===== src/rtl/hex_disp_scan.sv =====
// hex_disp_scan: time-multiplexes a 16-bit value as four hex digits onto a
// common-anode 4-digit seven-segment display. It also latches the counter's
// ripple carry into a sticky overflow LED.
// Optional feature: define HEX_DISP_LEADING_ZERO_BLANK_EN to blank leading zero digits.
module hex_disp_scan #(
   parameter int SCAN_DIV_W = 17
) (
   input  logic        clk,
   input  logic        rst,
   input  logic [15:0] value,
   input  logic        rc,
   input  logic [3:0]  dp_in,
   input  logic        clr_ovf,
   output logic [3:0]  an,
   output logic [7:0]  seg,
   output logic        ovf_led
);

   logic [SCAN_DIV_W-1:0] prescaler_reg;
   logic [1:0]            idx_reg;
   logic [15:0]           snap_reg;
   logic [3:0]            snap_dp_reg;
   logic [3:0]            an_reg;
   logic [7:0]            seg_reg;
   logic                  ovf_reg;

   logic                  tick;
   logic [3:0]            nibbles [4];
   logic [3:0]            an_next;
   logic [7:0]            seg_next;

   // Each digit slot ends when the prescaler reaches all-ones.
   assign tick = &prescaler_reg;

   // Split the snapshot into per-digit nibbles.
   generate
      for (genvar gi = 0; gi < 4; gi++) begin : g_nib
         assign nibbles[gi] = snap_reg[4*gi +: 4];
      end
   endgenerate

`ifdef HEX_DISP_LEADING_ZERO_BLANK_EN
   // A digit is blanked when it and every higher nibble are zero.
   // Digit 0 is always shown.
   logic [3:0] blank;
   assign blank[0] = 1'b0;
   generate
      for (genvar gi = 1; gi < 4; gi++) begin : g_blank
         assign blank[gi] = (snap_reg[15:4*gi] == '0);
      end
   endgenerate
`endif

   // Hex to segments a..g (active-low). Bit 6 is g and bit 0 is a.
   function automatic logic [6:0] hex7(input logic [3:0] n);
      logic [6:0] s;
      case (n)
         4'h0: s = 7'h40;
         4'h1: s = 7'h79;
         4'h2: s = 7'h24;
         4'h3: s = 7'h30;
         4'h4: s = 7'h19;
         4'h5: s = 7'h12;
         4'h6: s = 7'h02;
         4'h7: s = 7'h78;
         4'h8: s = 7'h00;
         4'h9: s = 7'h10;
         4'hA: s = 7'h08;
         4'hB: s = 7'h03;
         4'hC: s = 7'h46;
         4'hD: s = 7'h21;
         4'hE: s = 7'h06;
         default: s = 7'h0E;
      endcase
      return s;
   endfunction

   // Next display pattern, derived from the current digit index and the snapshot.
   always_comb begin
      an_next          = 4'b1111;
      an_next[idx_reg] = 1'b0;
      seg_next         = {~snap_dp_reg[idx_reg], hex7(nibbles[idx_reg])};
`ifdef HEX_DISP_LEADING_ZERO_BLANK_EN
      if (blank[idx_reg]) begin
         an_next  = 4'b1111;
         seg_next = 8'hFF;
      end
`endif
   end

   // Scan timing, the snapshot taken at the 3->0 wrap, registered outputs, and the sticky overflow flag.
   always_ff @(posedge clk) begin
      if (rst) begin
         prescaler_reg <= '0;
         idx_reg       <= 2'd0;
         snap_reg      <= 16'h0000;
         snap_dp_reg   <= 4'h0;
         an_reg        <= 4'b1111;
         seg_reg       <= 8'hFF;
         ovf_reg       <= 1'b0;
      end else begin
         prescaler_reg <= prescaler_reg + {{(SCAN_DIV_W-1){1'b0}}, 1'b1};
         if (tick) begin
            idx_reg <= idx_reg + 2'd1;
            // Capture at the end of digit 3 so that a whole scan shows one coherent value.
            if (idx_reg == 2'd3) begin
               snap_reg    <= value;
               snap_dp_reg <= dp_in;
            end
         end
         an_reg  <= an_next;
         seg_reg <= seg_next;
         // Set takes priority over clear, so a carry is never lost.
         if (rc)
            ovf_reg <= 1'b1;
         else if (clr_ovf)
            ovf_reg <= 1'b0;
      end
   end

   assign an      = an_reg;
   assign seg     = seg_reg;
   assign ovf_led = ovf_reg;

endmodule


===== config.mk =====
export PLATFORM = sky130hd
export DESIGN_NAME = hex_disp_scan
export DESIGN_NICKNAME = d
export VERILOG_FILES = /design/src/rtl/hex_disp_scan.sv
export SDC_FILE = /design/constraint.sdc
export NUM_CORES = 1
export LEC_CHECK = 0
export ABC_AREA = 1
export CAP_MARGIN = 10
export CELL_PAD_IN_SITES_DETAIL_PLACEMENT = 1
export CELL_PAD_IN_SITES_GLOBAL_PLACEMENT = 1
export CORE_ASPECT_RATIO = 0.9
export CORE_MARGIN = 2
export CORE_UTILIZATION = 42
export DETAILED_ROUTE_END_ITERATION = 12
export GPL_ROUTABILITY_DRIVEN = 0
export HOLD_SLACK_MARGIN = 0.08
export PLACE_DENSITY = 0.85
export SLEW_MARGIN = 20
export SYNTH_ARGS = -nofsm -noshare
export SYNTH_HDL_FRONTEND = slang
export SYNTH_SLANG_ARGS = --single-unit

===== constraint.sdc =====
create_clock -name clk -period 3.52 [get_ports clk]
set_input_delay 0.704 -clock clk [delete_from_list [all_inputs] [get_ports clk]]
set_output_delay 0.704 -clock clk [all_outputs]
set_load 0.05 [all_outputs]

# Word level (Yosys, flattened, before mapping)
# Memory sizes are Yosys's and may differ from the RTL's. A register that Yosys moved wholly into a read port is not among the register bits.
# Cells that the tools add are included.
dict set report op_classes {
  add_sub_neg 2
  order_cmp 3
  n_eq_ne 1
  mux 9
  bitwise_logic 3
  n_reduce_logical 4
}
# op n
set ops {}
lappend ops {{$reduce_and A18 Y1} 1}
lappend ops {{$add A17 B1 Y17 const B} 1}
lappend ops {{$reduce_and A17 Y1} 1}
lappend ops {{$bmux W4 S2} 1}
lappend ops {{$mux W4} 2}
lappend ops {{$mux W1} 4}
lappend ops {{$not A4 Y4} 1}
lappend ops {{$ge A3 B3 Y1 const B} 1}
lappend ops {{$lt A2 B3 Y1 const B} 1}
lappend ops {{$not A2 Y3} 1}
lappend ops {{$add A2 B1 Y2 const B} 1}
lappend ops {{$bmux W1 S2} 1}
lappend ops {{$demux W1 S2} 1}
lappend ops {{$eq A2 B2 Y1 const B} 1}
lappend ops {{$ge A2 B1 Y1 const B} 1}
lappend ops {{$reduce_bool A2 Y1} 1}
lappend ops {{$logic_and A1 B1 Y1} 1}
lappend ops {{$not A1 Y1} 1}
dict set report word_totals {
  ff_bits 52
  rom_bits 112
  output_inout_bits 13
  word_cells 30
  memories 1
}
# name words word_bits read_ports rd_ports_with_merged_regs write_ports line_no
set memory_table {}
lappend memory_table {{(name not given)} 16 7 1 1 0 57} ;# case (n)

# Longest topological paths before layout
dict set report depth {
  ltp_word 5
  depth_mapped 11
  ltp_nobuf 10
}

# Worst setup path before layout
# Ideal clock, no wire load.
dict set report synth_timing {
  kind {register to register}
  startpoint {reg idx_reg[0]}
  endpoint {reg seg_reg[0], in the netlist seg[0]}
  setup_ns 0.130
  t_arrival_ns 1.457
  required_time_ns 3.390
  path_slack_ns 1.933
  path_stages_with_launch 12
  path_buffers 1
  period_less_slack_ns 1.587
  cell_sequence {dfxtp_1 inv_1 buf_2 nand2_1 nand3_1 nand2_1 inv_1 ha_1 inv_1 nand3_1 nand3_1 nand3_1}
}
dict set report synth_via {
  elab_chain_len 4
}
# item line_no
set synth_rtl {}
lappend synth_rtl {{start: declaration} 20} ;# logic [1:0] idx_reg;
lappend synth_rtl {{start signal: assignment} 104} ;# idx_reg <= idx_reg + 2'd1;
lappend synth_rtl {{$not A2 Y3 (not written as such)} 82} ;# seg_next = {~snap_dp_reg[idx_reg], hex7(nibbles[idx_reg])};
lappend synth_rtl {{$bmux W4 S2} 82}
lappend synth_rtl {{$mux W4 (not written as such) (2 in series)} 82}
lappend synth_rtl {{end: declaration} 24} ;# logic [7:0] seg_reg;
# Every way passes these cells. The select of a mux whose other input is x is not followed.
# A chain may end at the register's enable or synchronous reset.

# Worst setup path in the final report
dict set report layout_timing {
  startpoint {reg idx_reg[0]}
  endpoint {reg snap_reg[4]}
}
dict set report layout_via {
  elab_chain_len 2
}
# item line_no
set layout_rtl {}
lappend layout_rtl {{$eq A2 B2 Y1} 106} ;# if (idx_reg == 2'd3) begin
lappend layout_rtl {{$reduce_and A18 Y1 (no source line)} --}
lappend layout_rtl {{end signal: assignment} 107} ;# snap_reg <= value;
lappend layout_rtl {{end: declaration} 21} ;# logic [15:0] snap_reg;
# Every way passes these cells.

==> impl_metrics.csv <==
group,metric,value,unit
cts,postCtsSetupBuffers,0,
sta,skew,6.56,ps
cts,cts.repair.resized,0,
cts,cts_tree,"built",
grt,busiest_layer,"met2",
layout,final_cell_area,2920,µm²
drt,drtAntennaViolNets,0,
floorplanning,rows,26,
cts,root_buffer,"clkbuf_8",
layout,num-nets-final,404,
setup_path,critPathMaxFanout,21,
logic_synthesis,synth_nets,372,
power,irDropWorstVdd,0.159,mV
layout,most-common-layout-cells,"nand2_1 (87), dfxtp_1 (52), nand3_1 (51)",
logic_synthesis,synth_top_family_by_area,"simple AND/OR/NAND/NOR gates",
setup_path,startpoint,"idx_reg[0]",
drt,firstDrtPassIters,4,
layout,final_common_cell,"nand2_1",
floorplanning,fp.dieW,84.8,µm
sta,drv_slew,0,
logic_synthesis,synthAdderAreaFrac,6.08,%
drt,wl,6060,µm
grt,antenna_found_initial,0,
grt,grt_use_met2,34.5,%
layout,area.growth.synth_to_final,18.2,%
drt,vias,2294,
placement,io_buffers,36,
job,maxCapViolCount,0,
cts,ctsHoldBuffers,0,
setup_path,path_cells,"ha_1, nand2_1, inv_1, buf_4, nand3_1, nand2_1, a21oi_1",
cts,htreeDepth,2,
logic_synthesis,synth_xor_area_share,0,%
drt,wl_per_cell,13.8,µm
cts,worstSkewPairLatency,300,ps
grt,grt_pass1_vias,2329,
setup_path,path_common_cell,"nand2_1",
grt,grt_util_met1,25.1,%
setup_path,crit_required,3710,ps
setup_path,cp_slowest_stage_delay,640,ps
placement,post_dp_cell_area,2810,µm²
logic_synthesis,synth_mux_area_share,0,%
layout,drive_gt1_share,6.50,%
logic_synthesis,ys_ff_latch,52,
floorplanning,pin_count,37,
drt,vias_per_cell,5.23,
grt,overflow,0,
hold_path,hp-start,"snap_reg[8]",
setup_path,start_kind,"register",
grt,grt_max_degree,32,
logic_synthesis,synth_area,2470,µm²
grt,met3_usage,3.44,%
sta,worst_pin_slew,748,ps
power,p_per_area,372,nW/µm²
grt,grt_pass1_wl,10600,µm
floorplanning,core,5690,µm²
sta,setup_viol,0,
sta,rsz0062_at_grt,"false",
logic_synthesis,syn_area_per_cell,7.35,µm²
logic_synthesis,seq_area_frac_synth,42.2,%
setup_path,critPathKind,"register to register",
sta,fmax,431,MHz
logic_synthesis,synthCells,336,
setup_path,worst_path_max_delay_cell,"dfxtp_1",
sta,period_needed,2320,ps
setup_path,end_kind,"register",
power,p_leak,1.15,nW
sta,period_share,65.9,%
logic_synthesis,synth_cell_types,26,
sta,fin_ws,1200,ps
layout,n_antenna_cell,0,
floorplanning,design.die.area,6510,µm²
drt,drc,0,
grt,grt_usage,19.9,%
cts,clk_path_buf_depth,2,
placement,pre_cts_slack,1140,ps
layout,largest_reg_flops,17,
logic_synthesis,synth_compound_area_share,9.02,%
run_status,run_status,"completed",
floorplanning,die_h,76.7,µm
hold_path,hold_class,"register to register",
sta,hold_viol,0,
cts,clock-sinks,52,
floorplanning,start_util,43.4,%
placement,dp_hpwl,4240,µm
sta,slew_headroom,50.0,%
setup_path,timing.rr.start,"idx_reg[0]",
setup_path,critPathArrivalTime,2510,ps
logic_synthesis,synthSimpleGateAreaFrac,32.9,%
sta,fin_setup_tns,0,ps
drt,drtIter0Drc,68,
logic_synthesis,yosysWarnings,0,
cts,clk_pin_slew,100,ps
cts,numCtsBuffers,5,
[cell type report]
cell class,instances,area (µm²)
sequential,52,1040
fill,729,2780
multi-input combinational,240,1190
clock inverter,3,42.5
inverter,31,116
timing repair buffer,38,375
clock buffer,5,68.8
tap,70,87.6
[metal layers]
metal | up-vias | share of wire [%]
li1 | 1143 | -
met4 | 0 | 1.4
met2 | 34 | 51
met1 | 1109 | 45
met3 | 8 | 2.5
met5 | - | 0
[per-stage QoR]
stage	utilization, %	cells	hold WS [ps]	power (mW)
finish	51.3	439	470	1.09
CTS	51.3	439	469	1.10
detailed placement	49.3	431	455	0.687
global placement	49.3	431	438	0.685
global route	51.3	439	501	1.12
floorplan	-	336	417	0.648
[where the power goes]
group,switching (mW),internal [mW],leakage [nW]
clock,0.202,0.211,0.0541
sequential,0.00349,0.596,0.423
combinational,0.0376,0.0359,0.675
[Yosys cell counts (all sizes together)]
cell type | count | area, µm²
a211oi | 1 | 7.51
a21oi | 29 | 145
buf | 6 | 48.8
clkbuf | 7 | 76.3
dfxtp | 52 | 1040
ha | 12 | 150
inv | 31 | 116
nand2 | 92 | 358
nand3 | 53 | 275
nand3b | 1 | 7.51
nand4 | 2 | 12.5
nor2 | 36 | 148
nor3 | 1 | 5.00
nor3b | 1 | 7.51
o211ai | 1 | 7.51
o21a | 1 | 7.51
o21ai | 9 | 48.8
o22ai | 1 | 6.26
[kinds of logic (layout without fill, tap and decap cells)]
kind of cell / after synthesis / in the layout
buf+inv: 44 / 77
simple gates: 186 / 186
compound gates: 42 / 42
flops: 52 / 52
fa+ha+maj: 12 / 12
[worst max-delay path, delay by kind of cell, from the launching register on]
family	cells	cell delay, ps
buffers and inverters	2	290
DFF	1	640
and+or+nand+nor	3	910
adders and majority gates	1	280
AOI/OAI and AO/OA	1	80
[worst paths after layout]
kind | slack [ps] | cells past startpoint | endpoint
min | 470 | 2 | snap_reg[8]
min reg2reg | 470 | 2 | snap_reg[8]
max | 1200 | 7 | snap_reg[4]
max reg2reg | 1200 | 7 | snap_reg[4]
No activity file was read; power rests on OpenSTA's default activity.
